--- src/rtl/ks_add_scheduler_if.sv ---
// ---------------------------------------------------------------------------
// ks_add_scheduler_if
//   Bundles the two request channels, the shared 8-bit adder-slice pins and
//   the response channel of ks_add_scheduler.
//   Optional macro: KS_SCHED_OVF_EN adds the rsp_ovf signal.
//
//   master modport : the scheduler (drives ready, adder operands, response)
//   slave modport  : the surrounding logic (requesters, adder slice, consumer)
//
//   Signals:
//     reqN_valid/ready  request handshake for requester N
//     reqN_a/b/cin      operands and carry-in for requester N (W bits)
//     add_a/b/cin       operand bytes and carry-in to the adder slice
//     add_sum/cout      combinational slice result
//     rsp_valid/ready   response handshake
//     rsp_id/sum/cout   requester index, full sum, final carry
//     rsp_ovf           signed overflow (only with KS_SCHED_OVF_EN)
// ---------------------------------------------------------------------------
interface ks_add_scheduler_if #(
  parameter int WORD_BYTES = 4
) ();
  localparam int W = 8 * WORD_BYTES;

  logic         req0_valid;
  logic         req0_ready;
  logic [W-1:0] req0_a;
  logic [W-1:0] req0_b;
  logic         req0_cin;
  logic         req1_valid;
  logic         req1_ready;
  logic [W-1:0] req1_a;
  logic [W-1:0] req1_b;
  logic         req1_cin;
  logic [7:0]   add_a;
  logic [7:0]   add_b;
  logic         add_cin;
  logic [7:0]   add_sum;
  logic         add_cout;
  logic         rsp_valid;
  logic         rsp_ready;
  logic         rsp_id;
  logic [W-1:0] rsp_sum;
  logic         rsp_cout;
`ifdef KS_SCHED_OVF_EN
  logic         rsp_ovf;
`endif

  modport master (
    input  req0_valid, req0_a, req0_b, req0_cin,
    input  req1_valid, req1_a, req1_b, req1_cin,
    input  add_sum, add_cout, rsp_ready,
    output req0_ready, req1_ready,
    output add_a, add_b, add_cin,
    output rsp_valid, rsp_id, rsp_sum, rsp_cout
`ifdef KS_SCHED_OVF_EN
    , output rsp_ovf
`endif
  );

  modport slave (
    output req0_valid, req0_a, req0_b, req0_cin,
    output req1_valid, req1_a, req1_b, req1_cin,
    output add_sum, add_cout, rsp_ready,
    input  req0_ready, req1_ready,
    input  add_a, add_b, add_cin,
    input  rsp_valid, rsp_id, rsp_sum, rsp_cout
`ifdef KS_SCHED_OVF_EN
    , input rsp_ovf
`endif
  );
endinterface

--- src/rtl/ks_add_scheduler.sv ---
// ---------------------------------------------------------------------------
// ks_add_scheduler
//   Round-robin scheduler sharing one combinational 8-bit adder slice between
//   two requesters. A granted request is added LSB byte first, one byte per
//   cycle, with the carry chained through a register; the full-width result
//   is returned over a valid/ready response channel.
//   Optional macro: KS_SCHED_OVF_EN adds rsp_ovf (signed overflow flag).
//
//   Ports:
//     clk     in   rising-edge clock
//     rst_n   in   asynchronous active-low reset
//     bus     ks_add_scheduler_if.master (requests, adder slice, response)
//     busy_o  out  high whenever the scheduler is not idle
// ---------------------------------------------------------------------------
module ks_add_scheduler #(
  parameter int WORD_BYTES = 4
) (
  input  logic                clk,
  input  logic                rst_n,
  ks_add_scheduler_if.master  bus,
  output logic                busy_o
);
  localparam int W    = 8 * WORD_BYTES;
  localparam int IDXW = (WORD_BYTES > 1) ? $clog2(WORD_BYTES) : 1;
  localparam logic [IDXW-1:0] LAST_IDX = IDXW'(WORD_BYTES - 1);

  typedef enum logic [1:0] {
    ST_IDLE = 2'd0,
    ST_RUN  = 2'd1,
    ST_DONE = 2'd2
  } state_t;

  state_t          state_q, state_d;
  logic            rr_q, rr_d;
  logic [IDXW-1:0] idx_q, idx_d;
  logic            carry_q, carry_d;
  logic            id_q, id_d;
  logic [W-1:0]    a_q, a_d;
  logic [W-1:0]    b_q, b_d;
  logic [W-1:0]    sum_q, sum_d;

  logic            grant_any;
  logic            grant_id;
  logic            ready0;
  logic            ready1;
  logic [7:0]      slice_a;
  logic [7:0]      slice_b;
  logic            slice_cin;

  // State and datapath registers.
  always_ff @(posedge clk or negedge rst_n) begin
    if (!rst_n) begin
      state_q <= ST_IDLE;
      rr_q    <= 1'b0;
      idx_q   <= '0;
      carry_q <= 1'b0;
      id_q    <= 1'b0;
      a_q     <= '0;
      b_q     <= '0;
      sum_q   <= '0;
    end else begin
      state_q <= state_d;
      rr_q    <= rr_d;
      idx_q   <= idx_d;
      carry_q <= carry_d;
      id_q    <= id_d;
      a_q     <= a_d;
      b_q     <= b_d;
      sum_q   <= sum_d;
    end
  end

  // Next-state logic, arbitration and adder-slice sequencing.
  always_comb begin
    state_d   = state_q;
    rr_d      = rr_q;
    idx_d     = idx_q;
    carry_d   = carry_q;
    id_d      = id_q;
    a_d       = a_q;
    b_d       = b_q;
    sum_d     = sum_q;
    ready0    = 1'b0;
    ready1    = 1'b0;
    slice_a   = 8'd0;
    slice_b   = 8'd0;
    slice_cin = 1'b0;
    grant_any = bus.req0_valid | bus.req1_valid;

    // The round-robin pointer only matters when both requesters contend.
    if (bus.req0_valid && bus.req1_valid) begin
      grant_id = rr_q;
    end else if (bus.req1_valid) begin
      grant_id = 1'b1;
    end else begin
      grant_id = 1'b0;
    end

    case (state_q)
      ST_IDLE: begin
        if (grant_any) begin
          ready0  = ~grant_id;
          ready1  = grant_id;
          a_d     = grant_id ? bus.req1_a   : bus.req0_a;
          b_d     = grant_id ? bus.req1_b   : bus.req0_b;
          carry_d = grant_id ? bus.req1_cin : bus.req0_cin;
          id_d    = grant_id;
          idx_d   = '0;
          state_d = ST_RUN;
        end else begin
          state_d = ST_IDLE;
        end
      end

      ST_RUN: begin
        slice_a   = a_q[{idx_q, 3'b000} +: 8];
        slice_b   = b_q[{idx_q, 3'b000} +: 8];
        slice_cin = carry_q;
        sum_d[{idx_q, 3'b000} +: 8] = bus.add_sum;
        carry_d   = bus.add_cout;
        // idx stays on the last byte in DONE; it is cleared on the next grant.
        if (idx_q == LAST_IDX) begin
          state_d = ST_DONE;
        end else begin
          idx_d = idx_q + IDXW'(1);
        end
      end

      ST_DONE: begin
        if (bus.rsp_ready) begin
          state_d = ST_IDLE;
          rr_d    = ~id_q;
        end else begin
          state_d = ST_DONE;
        end
      end

      default: begin
        state_d = ST_IDLE;
      end
    endcase
  end

  assign bus.req0_ready = ready0;
  assign bus.req1_ready = ready1;
  assign bus.add_a      = slice_a;
  assign bus.add_b      = slice_b;
  assign bus.add_cin    = slice_cin;

  // Response fields come straight from registers, so they stay stable in DONE.
  assign bus.rsp_valid  = (state_q == ST_DONE);
  assign bus.rsp_id     = id_q;
  assign bus.rsp_sum    = sum_q;
  assign bus.rsp_cout   = carry_q;
  assign busy_o         = (state_q != ST_IDLE);

`ifdef KS_SCHED_OVF_EN
  // Signed overflow: like-signed operands producing a sum of the other sign.
  assign bus.rsp_ovf = (state_q == ST_DONE) &&
                       (a_q[W-1] == b_q[W-1]) &&
                       (sum_q[W-1] != a_q[W-1]);
`endif

endmodule
--- src/flat_wrapper.sv ---
// flat-port wrapper written by rule: the top's interface ports become plain ports
module ks_add_scheduler_flat 
#(
  parameter int WORD_BYTES = 4
)
  (clk, rst_n, busy_o, bus_req0_valid, bus_req0_a, bus_req0_b, bus_req0_cin, bus_req1_valid, bus_req1_a, bus_req1_b, bus_req1_cin, bus_add_sum, bus_add_cout, bus_rsp_ready, bus_req0_ready, bus_req1_ready, bus_add_a, bus_add_b, bus_add_cin, bus_rsp_valid, bus_rsp_id, bus_rsp_sum, bus_rsp_cout);
  ks_add_scheduler_if #(.WORD_BYTES(WORD_BYTES)) bus_i ();
  input  logic clk;
  input  logic rst_n;
  output logic busy_o;
  input wire logic [$bits(bus_i.req0_valid)-1:0] bus_req0_valid;
  input wire logic [$bits(bus_i.req0_a)-1:0] bus_req0_a;
  input wire logic [$bits(bus_i.req0_b)-1:0] bus_req0_b;
  input wire logic [$bits(bus_i.req0_cin)-1:0] bus_req0_cin;
  input wire logic [$bits(bus_i.req1_valid)-1:0] bus_req1_valid;
  input wire logic [$bits(bus_i.req1_a)-1:0] bus_req1_a;
  input wire logic [$bits(bus_i.req1_b)-1:0] bus_req1_b;
  input wire logic [$bits(bus_i.req1_cin)-1:0] bus_req1_cin;
  input wire logic [$bits(bus_i.add_sum)-1:0] bus_add_sum;
  input wire logic [$bits(bus_i.add_cout)-1:0] bus_add_cout;
  input wire logic [$bits(bus_i.rsp_ready)-1:0] bus_rsp_ready;
  output wire logic [$bits(bus_i.req0_ready)-1:0] bus_req0_ready;
  output wire logic [$bits(bus_i.req1_ready)-1:0] bus_req1_ready;
  output wire logic [$bits(bus_i.add_a)-1:0] bus_add_a;
  output wire logic [$bits(bus_i.add_b)-1:0] bus_add_b;
  output wire logic [$bits(bus_i.add_cin)-1:0] bus_add_cin;
  output wire logic [$bits(bus_i.rsp_valid)-1:0] bus_rsp_valid;
  output wire logic [$bits(bus_i.rsp_id)-1:0] bus_rsp_id;
  output wire logic [$bits(bus_i.rsp_sum)-1:0] bus_rsp_sum;
  output wire logic [$bits(bus_i.rsp_cout)-1:0] bus_rsp_cout;
  assign bus_i.req0_valid = bus_req0_valid;
  assign bus_i.req0_a = bus_req0_a;
  assign bus_i.req0_b = bus_req0_b;
  assign bus_i.req0_cin = bus_req0_cin;
  assign bus_i.req1_valid = bus_req1_valid;
  assign bus_i.req1_a = bus_req1_a;
  assign bus_i.req1_b = bus_req1_b;
  assign bus_i.req1_cin = bus_req1_cin;
  assign bus_i.add_sum = bus_add_sum;
  assign bus_i.add_cout = bus_add_cout;
  assign bus_i.rsp_ready = bus_rsp_ready;
  assign bus_req0_ready = bus_i.req0_ready;
  assign bus_req1_ready = bus_i.req1_ready;
  assign bus_add_a = bus_i.add_a;
  assign bus_add_b = bus_i.add_b;
  assign bus_add_cin = bus_i.add_cin;
  assign bus_rsp_valid = bus_i.rsp_valid;
  assign bus_rsp_id = bus_i.rsp_id;
  assign bus_rsp_sum = bus_i.rsp_sum;
  assign bus_rsp_cout = bus_i.rsp_cout;
  ks_add_scheduler #(.WORD_BYTES(WORD_BYTES)) u_core (.clk(clk), .rst_n(rst_n), .bus(bus_i), .busy_o(busy_o));
endmodule
--- config.mk ---
export PLATFORM = sky130hd
export DESIGN_NAME = ks_add_scheduler_flat
export DESIGN_NICKNAME = d
export VERILOG_FILES = /design/src/rtl/ks_add_scheduler_if.sv /design/src/rtl/ks_add_scheduler.sv /design/src/flat_wrapper.sv
export SDC_FILE = /design/constraint.sdc
export NUM_CORES = 1
export LEC_CHECK = 0
export ABC_AREA = 1
export CAP_MARGIN = 10
export CORE_ASPECT_RATIO = 0.8
export CORE_MARGIN = 1.5
export CORE_UTILIZATION = 50
export CTS_BUF_LIST = sky130_fd_sc_hd__clkbuf_8
export DETAILED_ROUTE_END_ITERATION = 8
export PLACE_DENSITY = 0.88
export SETUP_SLACK_MARGIN = 0.3
export SYNTH_ARGS = -nofsm -noshare
export SYNTH_HDL_FRONTEND = slang
export SYNTH_SLANG_ARGS = --single-unit
--- constraint.sdc ---
create_clock -name clk -period 3.3 [get_ports clk]
set_input_delay 0.33 -clock clk [delete_from_list [all_inputs] [get_ports clk]]
set_output_delay 0.33 -clock clk [all_outputs]
set_load 0.1 [all_outputs]
# [Word level (Yosys, flattened, before mapping)]
# Cells that the tools add are included.
[word_totals] register_bits=103 in_bits=144 out_inout_bits=55 elab_cells=53
[op_classes] add_sub_neg=2 n_eq_ne=6 shifts=4 mux=22 n_bitwise=3 n_reduce_logical=8
[op_table] cell="$mux W32" n=2
[op_table] cell="$shiftx A32 B6 Y8" n=2
[op_table] cell="$bwmux W32" n=1
[op_table] cell="$shift A8 B7 Y32 const A" n=1
[op_table] cell="$shiftx A8 B7 Y32" n=1
[op_table] cell="$mux W8" n=2
[op_table] cell="$mux W1" n=10
[op_table] cell="$mux W2" n=4
[op_table] cell="$neg A5 Y7" n=1
[op_table] cell="$pmux W2 S3" n=1
[op_table] cell="$reduce_and A2 Y1" n=3
[op_table] cell="$eq A2 B2 Y1 const B" n=2
[op_table] cell="$ne A2 B1 Y1 const B" n=2
[op_table] cell="$pmux W2 S2" n=1
[op_table] cell="$reduce_bool A2 Y1" n=2
[op_table] cell="$reduce_and A3 Y1" n=1
[op_table] cell="$add A2 B1 Y2 const B" n=1
[op_table] cell="$eq A2 B1 Y1 const B" n=1
[op_table] cell="$logic_not A2 Y1" n=1
[op_table] cell="$ne A2 B2 Y1 const B" n=1
[op_table] cell="$not A1 Y1" n=2
[op_table] cell="$pmux W1 S2" n=1
[op_table] cell="$logic_and A1 B1 Y1" n=1
[op_table] cell="$or A1 B1 Y1" n=1

# [Longest topological paths before layout]
# Gate-level depths: netlist (run 1).
[logic_depth] ltp_word=5 depth_mapped=9 mapped_depth_nobuf=7

# [Worst setup path before layout (run 1)]
# Ideal clock, no wire load.
[synth_timing] kind="reg2out" start="register u_core.state_q[1]" end="output port bus_req1_ready" arrival_time_ns=2.554 required_time_ns=2.970 path_slack_ns=0.416 path_stages_with_launch=4 n_path_buf=0 cell_sequence="dfrtp_1 -> inv_1 -> nand2_1 -> nor2_1"
[synth_via] elab_chain_len=2
[synth_lines] item="start: declaration" line_no="ks_add_scheduler.sv:33" source="state_t state_q, state_d;"
[synth_lines] item="start signal: assignment" line_no="ks_add_scheduler.sv:62" source="state_q <= state_d;"
[synth_lines] item="$logic_not A2 Y1" line_no="ks_add_scheduler.sv:99" source="case (state_q)"
[synth_lines] item="$mux W1" line_no="ks_add_scheduler.sv:99"
[synth_lines] item="end: declaration" line_no="flat_wrapper.sv:23" source="output wire logic [$bits(bus_i.req1_ready)-1:0] bus_req1_ready;"
# Every way passes these cells.

# [Worst setup path in the final report (run 1)]
[layout_timing] start="register u_core.idx_q[0]" end="output port bus_add_b[3]"
[layout_via] elab_chain_len=2
[layout_lines] item="start: declaration" line_no="ks_add_scheduler.sv:35" source="logic [IDXW-1:0] idx_q, idx_d;"
[layout_lines] item="start signal: assignment" line_no="ks_add_scheduler.sv:64" source="idx_q <= idx_d;"
[layout_lines] item="$shiftx A32 B6 Y8" line_no="ks_add_scheduler.sv:117" source="slice_b = b_q[{idx_q, 3'b000} +: 8];"
[layout_lines] item="$mux W8" line_no="ks_add_scheduler.sv:99"
[layout_lines] item="end: declaration" line_no="flat_wrapper.sv:25" source="output wire logic [$bits(bus_i.add_b)-1:0] bus_add_b;"
# Every way passes these cells.

==> results by group, run 1 <==
Outcome
  • Outcome: completed

Synthesis
  • Post-synth top area cell: dfrtp_1
  • Post-synthesis cell count: between 700 and 800
  • Netlist Area Pre-Place: 5530 um2
  • Syn_area_per_cell: 6.97 um2
  • Share of the synthesized area in the top cell type: 46.6%
  • Number of flops mapped to enable cells by yosys: 0
  • Asr flop ratio synth: 100%
  • Ys flop type: dfrtp_1
  • Top post-synthesis cells by area: dfrtp_1 (47%), nand2_1 (16%), nor2_1 (9.2%)
  • Sequential share of the synthesized area: ~47%
  • Synthesized net count: between 900 and 1000
  • Distinct cells, synth: 22
  • Post-synthesis register bit count: 103
  • Yosys warns: 0

Timing
  • Final Hold Viols: 0
  • Worst setup margin: 0.795 ns
  • Max-slew violation count: 0
  • FMAX: 399 MHz
  • Clock Skews: 0.00376 ns
  • Setup Total Neg Slack: 0 ns
  • Final period utilization: 75.9%
  • Final Setup Violations: 0
  • Measured slew at the worst slew-check pin: 1.09 ns
  • Hold_ws: 0.154 ns
  • Unrepaired setup endpoints after global routing: no
  • Rel. slew slack: ~27%
  • Post-route minimum period: between 2 and 3 ns

Floorplan
  • I/O Pins: 199
  • Row Count: 34
  • Total die area: 11700 um2
  • Die height: 97.1 um
  • Area of the core: 10800 um2
  • Initial Util: 51.2%
  • Die X: around 120 um

Global route
  • GRT Total Usage: 27.8%
  • Met2 usage: 44.4%
  • Vias in the first global route: between 5000 and 6000
  • Global-route wire length before repair: about 26 mm
  • Global Route met3 Usage: a little under a tenth
  • Most Crowded Layer GR: met2
  • Initial antenna violation count: 0
  • Met1 Resource Use GR: 36.1%
  • Congestion Overflow GR: 0
  • Largest net degree at the start of global routing: 130

Clock network
  • Cts bufs inserted: 9
  • # hold bufs at CTS: 0
  • Clk root buf: clkbuf_8
  • Post-CTS Resized: 0
  • CTS Buffer Depth: 2
  • CTS tree: done
  • Clock transition at path regs: 0.09 ns
  • # Post-CTS Setup Buffers: 0
  • Clock Sinks: 103
  • Max H-tree Level: 3
  • Clock latency on the worst-skew pair: about 0.37 ns

Critical path
  • WS Path Type: flop to output pin
  • Critical path data required time: 2.97 ns
  • Crit end category: output pin
  • Critical Path Fanout Max: 46
  • Worst Setup Start Kind: flop
  • Worst EP arrival: around 2.2 ns

Run
  • Max Cap Viol: 0

Final layout
  • Final #Nets: 1114
  • Post-layout util: a little under three quarters
  • # fillers: 922
  • Ratio of cells with drive above 1 in the final layout: roughly 5.8%
  • Post-route cell area: 7720 um2
  • Commonest non-fill, non-tap cells in the layout: nand2_1 (242), clkdlybuf4s50_1 (177), nor2_1 (136), dfrtp_1 (102), o21ai_0 (81)
  • Commonest non-fill, non-tap cell in the layout: nand2_1
  • P&R area growth vs syn: 39.6%
  • ANT cells: 0

Placed design
  • Buffers added on ports: just under 200
  • HPWL after DPL: roughly 11 mm
  • Placer Congestion: 0.871
  • Area post-placement: around 7600 um2
  • Pre-CTS WS: approximately 1.1 ns

Min path
  • Hold Crit Class: input port to asynchronous set/reset pin

Route
  • Initial detailed-routing violation count: 554
  • DR vias: 5720
  • Antenna viol nets, final: 0
  • Drc violations: 0
  • Post-Route WL: 15.9 mm
  • Wire per inst: approximately 14 um
  • Via-per-instance ratio: 5.15
  • DRT Pass-1 Iters: 5

Power and ir drop
  • Lkg Pwr: ~3.8 nW
  • Cell Pwr Density: about 1100 nW/um2
  • Worst VDD drop: approximately 1100 uV
[registers in the layout, summed over array words and instances, names as in the netlist]
| register | flops |
|---|---|
| u_core.rr_q | 1 |
| u_core.bus.rsp_id | 1 |
| u_core.bus.rsp_cout | 1 |
| u_core.bus.rsp_sum | 32 |
| u_core.state_q | 2 |
| u_core.idx_q | 2 |
| u_core.b_q | 32 |
| u_core.a_q | 32 |
[synthesized netlist by cell type, types with 2 or more instances]
library cell / n
ha_1: 5
buf_4: 9
clkbuf_1: 15
nand2_1: 243
o21ai_1: 56
nand2_2: 3
o21ai_0: 81
dfrtp_1: 103
inv_2: 7
nor2_1: 136
buf_6: 2
a21oi_1: 18
inv_1: 73
buf_1: 2
buf_2: 17
nand3_1: 18
[final timing paths]
check / from / to / slack, ns / cells past startpoint
min reg2reg: u_core.b_q[14] / u_core.b_q[14] / 0.49 / 2
min: rst_n / u_core.a_q[17] / 0.15 / 1
max in group asynchronous: rst_n / u_core.b_q[13] / 2.27 / 2
max: u_core.idx_q[0] / bus_add_b[3] / 0.80 / 6
min in group clk: u_core.b_q[14] / u_core.b_q[14] / 0.49 / 2
max reg2reg: u_core.idx_q[1] / u_core.bus.rsp_sum[0] / 1.16 / 7
[through the flow]
stage	instances	power [W]
finish	1111	0.00863
global route	1111	0.00913
CTS	1111	0.00863
detailed placement	1098	0.00789
global placement	1098	0.00779
floorplan	794	0.00639
[routing by layer]
| metal | vias up | wire length, um |
|---|---|---|
| met3 | 21 | 1460 |
| li1 | 2800 | - |
| met5 | - | 0 |
| met1 | 2643 | 6770 |
| met2 | 256 | 7290 |
| met4 | 0 | 336 |
[cell families (layout without fill, tap and decap cells)]
logic type | Yosys count | count (layout) | share of synthesized area, %
DFF | 103 | 103 | 46.6
and+or+nand+nor | 405 | 405 | 28.4
adders and majority gates | 5 | 5 | 1.13
buffers and inverters | 125 | 298 | 9.75
AOI/OAI and AO/OA | 156 | 156 | 14.2
[power breakdown]
group	switching, W	internal, W
sequential	0.000339	0.00184
clock	0.000410	0.000323
combinational	0.00428	0.00143
total	0.00503	0.00360
[final cells by class]
type | count | area, um2 | area share, %
Sequential cell | 103 | 2580 | 33.4
Multi-Input combinational cell | 566 | 2420 | 31.4
Timing Repair Buffer | 205 | 2070 | 26.8
Inverter | 80 | 300 | 3.89
Tap cell | 144 | 180 | 2.33
Clock buffer | 12 | 165 | 2.14
Clock inverter | 1 | 5.00 | 0.0648
[worst max-delay path, cell delays in order, from the launching register on]
cell,delay [ns]
dfrtp_2,0.37
buf_4,0.44
nor2_1,0.11
nor2_1,0.11
o21ai_0,0.11
a21oi_1,0.30
buf_4,0.36
Power figures use the tool's default switching activity.
==> run 2: changes to the inputs <==
CORE_UTILIZATION = 47   (was 50)
PLACE_DENSITY = 0.84   (was 0.88)
clock period = 2.45 ns   (was 3.3 ns; I/O delays follow)
==> results by group, run 2 (synthesized netlist as in run 1, its figures left out) <==
Global route
  • Congestion Overflow GR: 0
  • Vias in the first global route: 5126
  • Initial antenna violation count: 0
  • GRT Total Usage: 25.7%
  • Largest net degree at the start of global routing: 68
  • Global-route wire length before repair: approximately 26 mm

Critical path
  • R2r endpoint: u_core.bus.rsp_sum[6]
  • Crit end category: output pin
  • Worst Setup EP: bus_add_b[0]
  • Reg2Reg Setup Slack: 0.61 ns
  • WS Path Type: flop to output pin
  • Critical path data required time: 2.20 ns
  • Worst R2R Path Depth: 6
  • Reg-to-Reg Start: u_core.idx_q[1]
  • Worst Setup Start Kind: flop
  • Worst Setup SP: u_core.idx_q[0]
  • Worst EP arrival: 1.87 ns
  • Critical Path Fanout Max: 24

Clock network
  • Max H-tree Level: 3
  • Clock latency on the worst-skew pair: 0.37 ns
  • Clock Sinks: a little over 100
  • Cts bufs inserted: 9
  • CTS tree: done
  • Clk root buf: clkbuf_8
  • CTS Buffer Depth: 2
  • Clock transition at path regs: 0.09 ns

Route
  • DRT Pass-1 Iters: 5
  • Wire per inst: ~14 um
  • Drc violations: 0
  • DR vias: ~5600
  • Initial detailed-routing violation count: 433
  • Via-per-instance ratio: 4.96
  • Antenna viol nets, final: 0
  • Post-Route WL: 15.8 mm

Timing
  • Final period utilization: between 80% and 90%
  • Measured slew at the worst slew-check pin: 0.667 ns
  • Final Hold Viols: 0
  • Clock Skews: 0.00722 ns
  • FMAX: around 470 MHz
  • Unrepaired setup endpoints after global routing: yes
  • Final Setup Violations: 0
  • Setup Total Neg Slack: 0 ns
  • Rel. slew slack: 55.5%
  • Post-route minimum period: 2.11 ns
  • Hold_ws: 0.410 ns
  • Max-slew violation count: 0

Placed design
  • Buffers added on ports: 198
  • Placed cell count: between 1000 and 1500
  • HPWL after DPL: 11.6 mm
  • Placer Congestion: 0.862

Floorplan
  • Die height: 100 um
  • Die X: roughly 120 um
  • I/O Pins: 199
  • Area of the core: 11500 um2
  • Row Count: 35
  • Total die area: 12400 um2
  • Initial Util: between 40 and 50%

Power and ir drop
  • Sw Share: between 50% and 60%
  • Design Power: 0.0126 W
  • Flop pwr share: approximately a quarter
  • Cell Pwr Density: 1560 nW/um2
  • Gate power share: 68.0%
  • Pint: 0.00548 W
  • Clock share of power: 8.4%
  • Lkg Pwr: 3.95 nW
  • P_sw: just over 0.007 W
  • Worst VDD drop: 1560 uV

Final layout
  • Ratio of cells with drive above 1 in the final layout: around an eighth
  • P&R area growth vs syn: 45.8%
  • Commonest non-fill, non-tap cells in the layout: nand2_1 (241), clkdlybuf4s50_1 (142), nor2_1 (134), dfrtp_1 (102), o21ai_0 (81)
  • ANT cells: 0
  • Layout Cells excl Fill: 1121
  • Commonest non-fill, non-tap cell in the layout: nand2_1
  • Final #Nets: between 1000 and 1500

Min path
  • Hold Crit Class: input port to flop

Run
  • Max Cap Viol: 0

Outcome
  • Outcome: completed
==> run 2: routing by layer <==
layer	global-route usage, %	part of all wire, %	up-vias	routed length [um]
li1	-	-	2803	-
met1	35.5	45	2520	7060
met2	40.6	46	212	7290
met3	6.61	7.4	20	1170
met4	7.25	1.7	0	268
met5	0	0	-	0
==> run 2: stage by stage <==
stage	cell area [um2]	utilization [%]	setup WS [ns]
2_1_floorplan	5670	-	0.0998
3_3_place_gp	7840	68.3	0.623
3_5_place_dp	7840	68.3	0.573
4_1_cts	8040	70.1	0.301
5_1_grt	8070	70.3	0.265
6_report	8070	70.3	0.338
==> run 2: area by class of cell <==
| type | instances | area (um2) |
|---|---|---|
| repair buffers | 209 | 2240 |
| flip-flops and latches | 103 | 2580 |
| clock buffers | 10 | 138 |
| clock inverters | 5 | 51.3 |
| inverters | 80 | 305 |
| fillers | 928 | 3410 |
| well taps | 148 | 185 |
| multi-input cells | 566 | 2570 |
==> run 2: worst max-delay path: stages, from the launching register on <==
cell,delay [ns]
dfrtp_2,0.46
buf_8,0.21
nor2_1,0.07
nor2_1,0.14
o21ai_0,0.17
a21oi_4,0.23
buf_12,0.20
==> run 2: worst min-delay path by stage <==
stage                     cells after the start    startpoint  slack, ns                endpoint
after global placement                        1         rst_n       0.33  u_core.bus.rsp_sum[23]
final                                         3  bus_add_cout       0.41     u_core.bus.rsp_cout
after floorplan                               0         rst_n      -0.05           u_core.a_q[0]
after global routing                          3  bus_add_cout       0.41     u_core.bus.rsp_cout
after CTS                                     3  bus_add_cout       0.40     u_core.bus.rsp_cout
after detailed placement                      1         rst_n       0.33  u_core.bus.rsp_sum[23]
==> run 2: power groups by stage <==
stage                     clock network, W  logic, W  registers (W)
after floorplan                          0   0.00458        0.00436
after global placement                   0   0.00839        0.00295
after detailed placement                 0   0.00849        0.00296
after CTS                          0.00108   0.00852        0.00294
after global routing               0.00113   0.00908        0.00305
final                              0.00106   0.00853        0.00296
==> run 2: timing repair <==
item | CTS | global route
resized for setup | 2 | 7
pin swaps | 0 | 0
endpoints found under the setup margin | 15 | 14
endpoints found under the hold margin | 52 | 0
hold buffers | 1 | 0
buffers inserted | 0 | 0
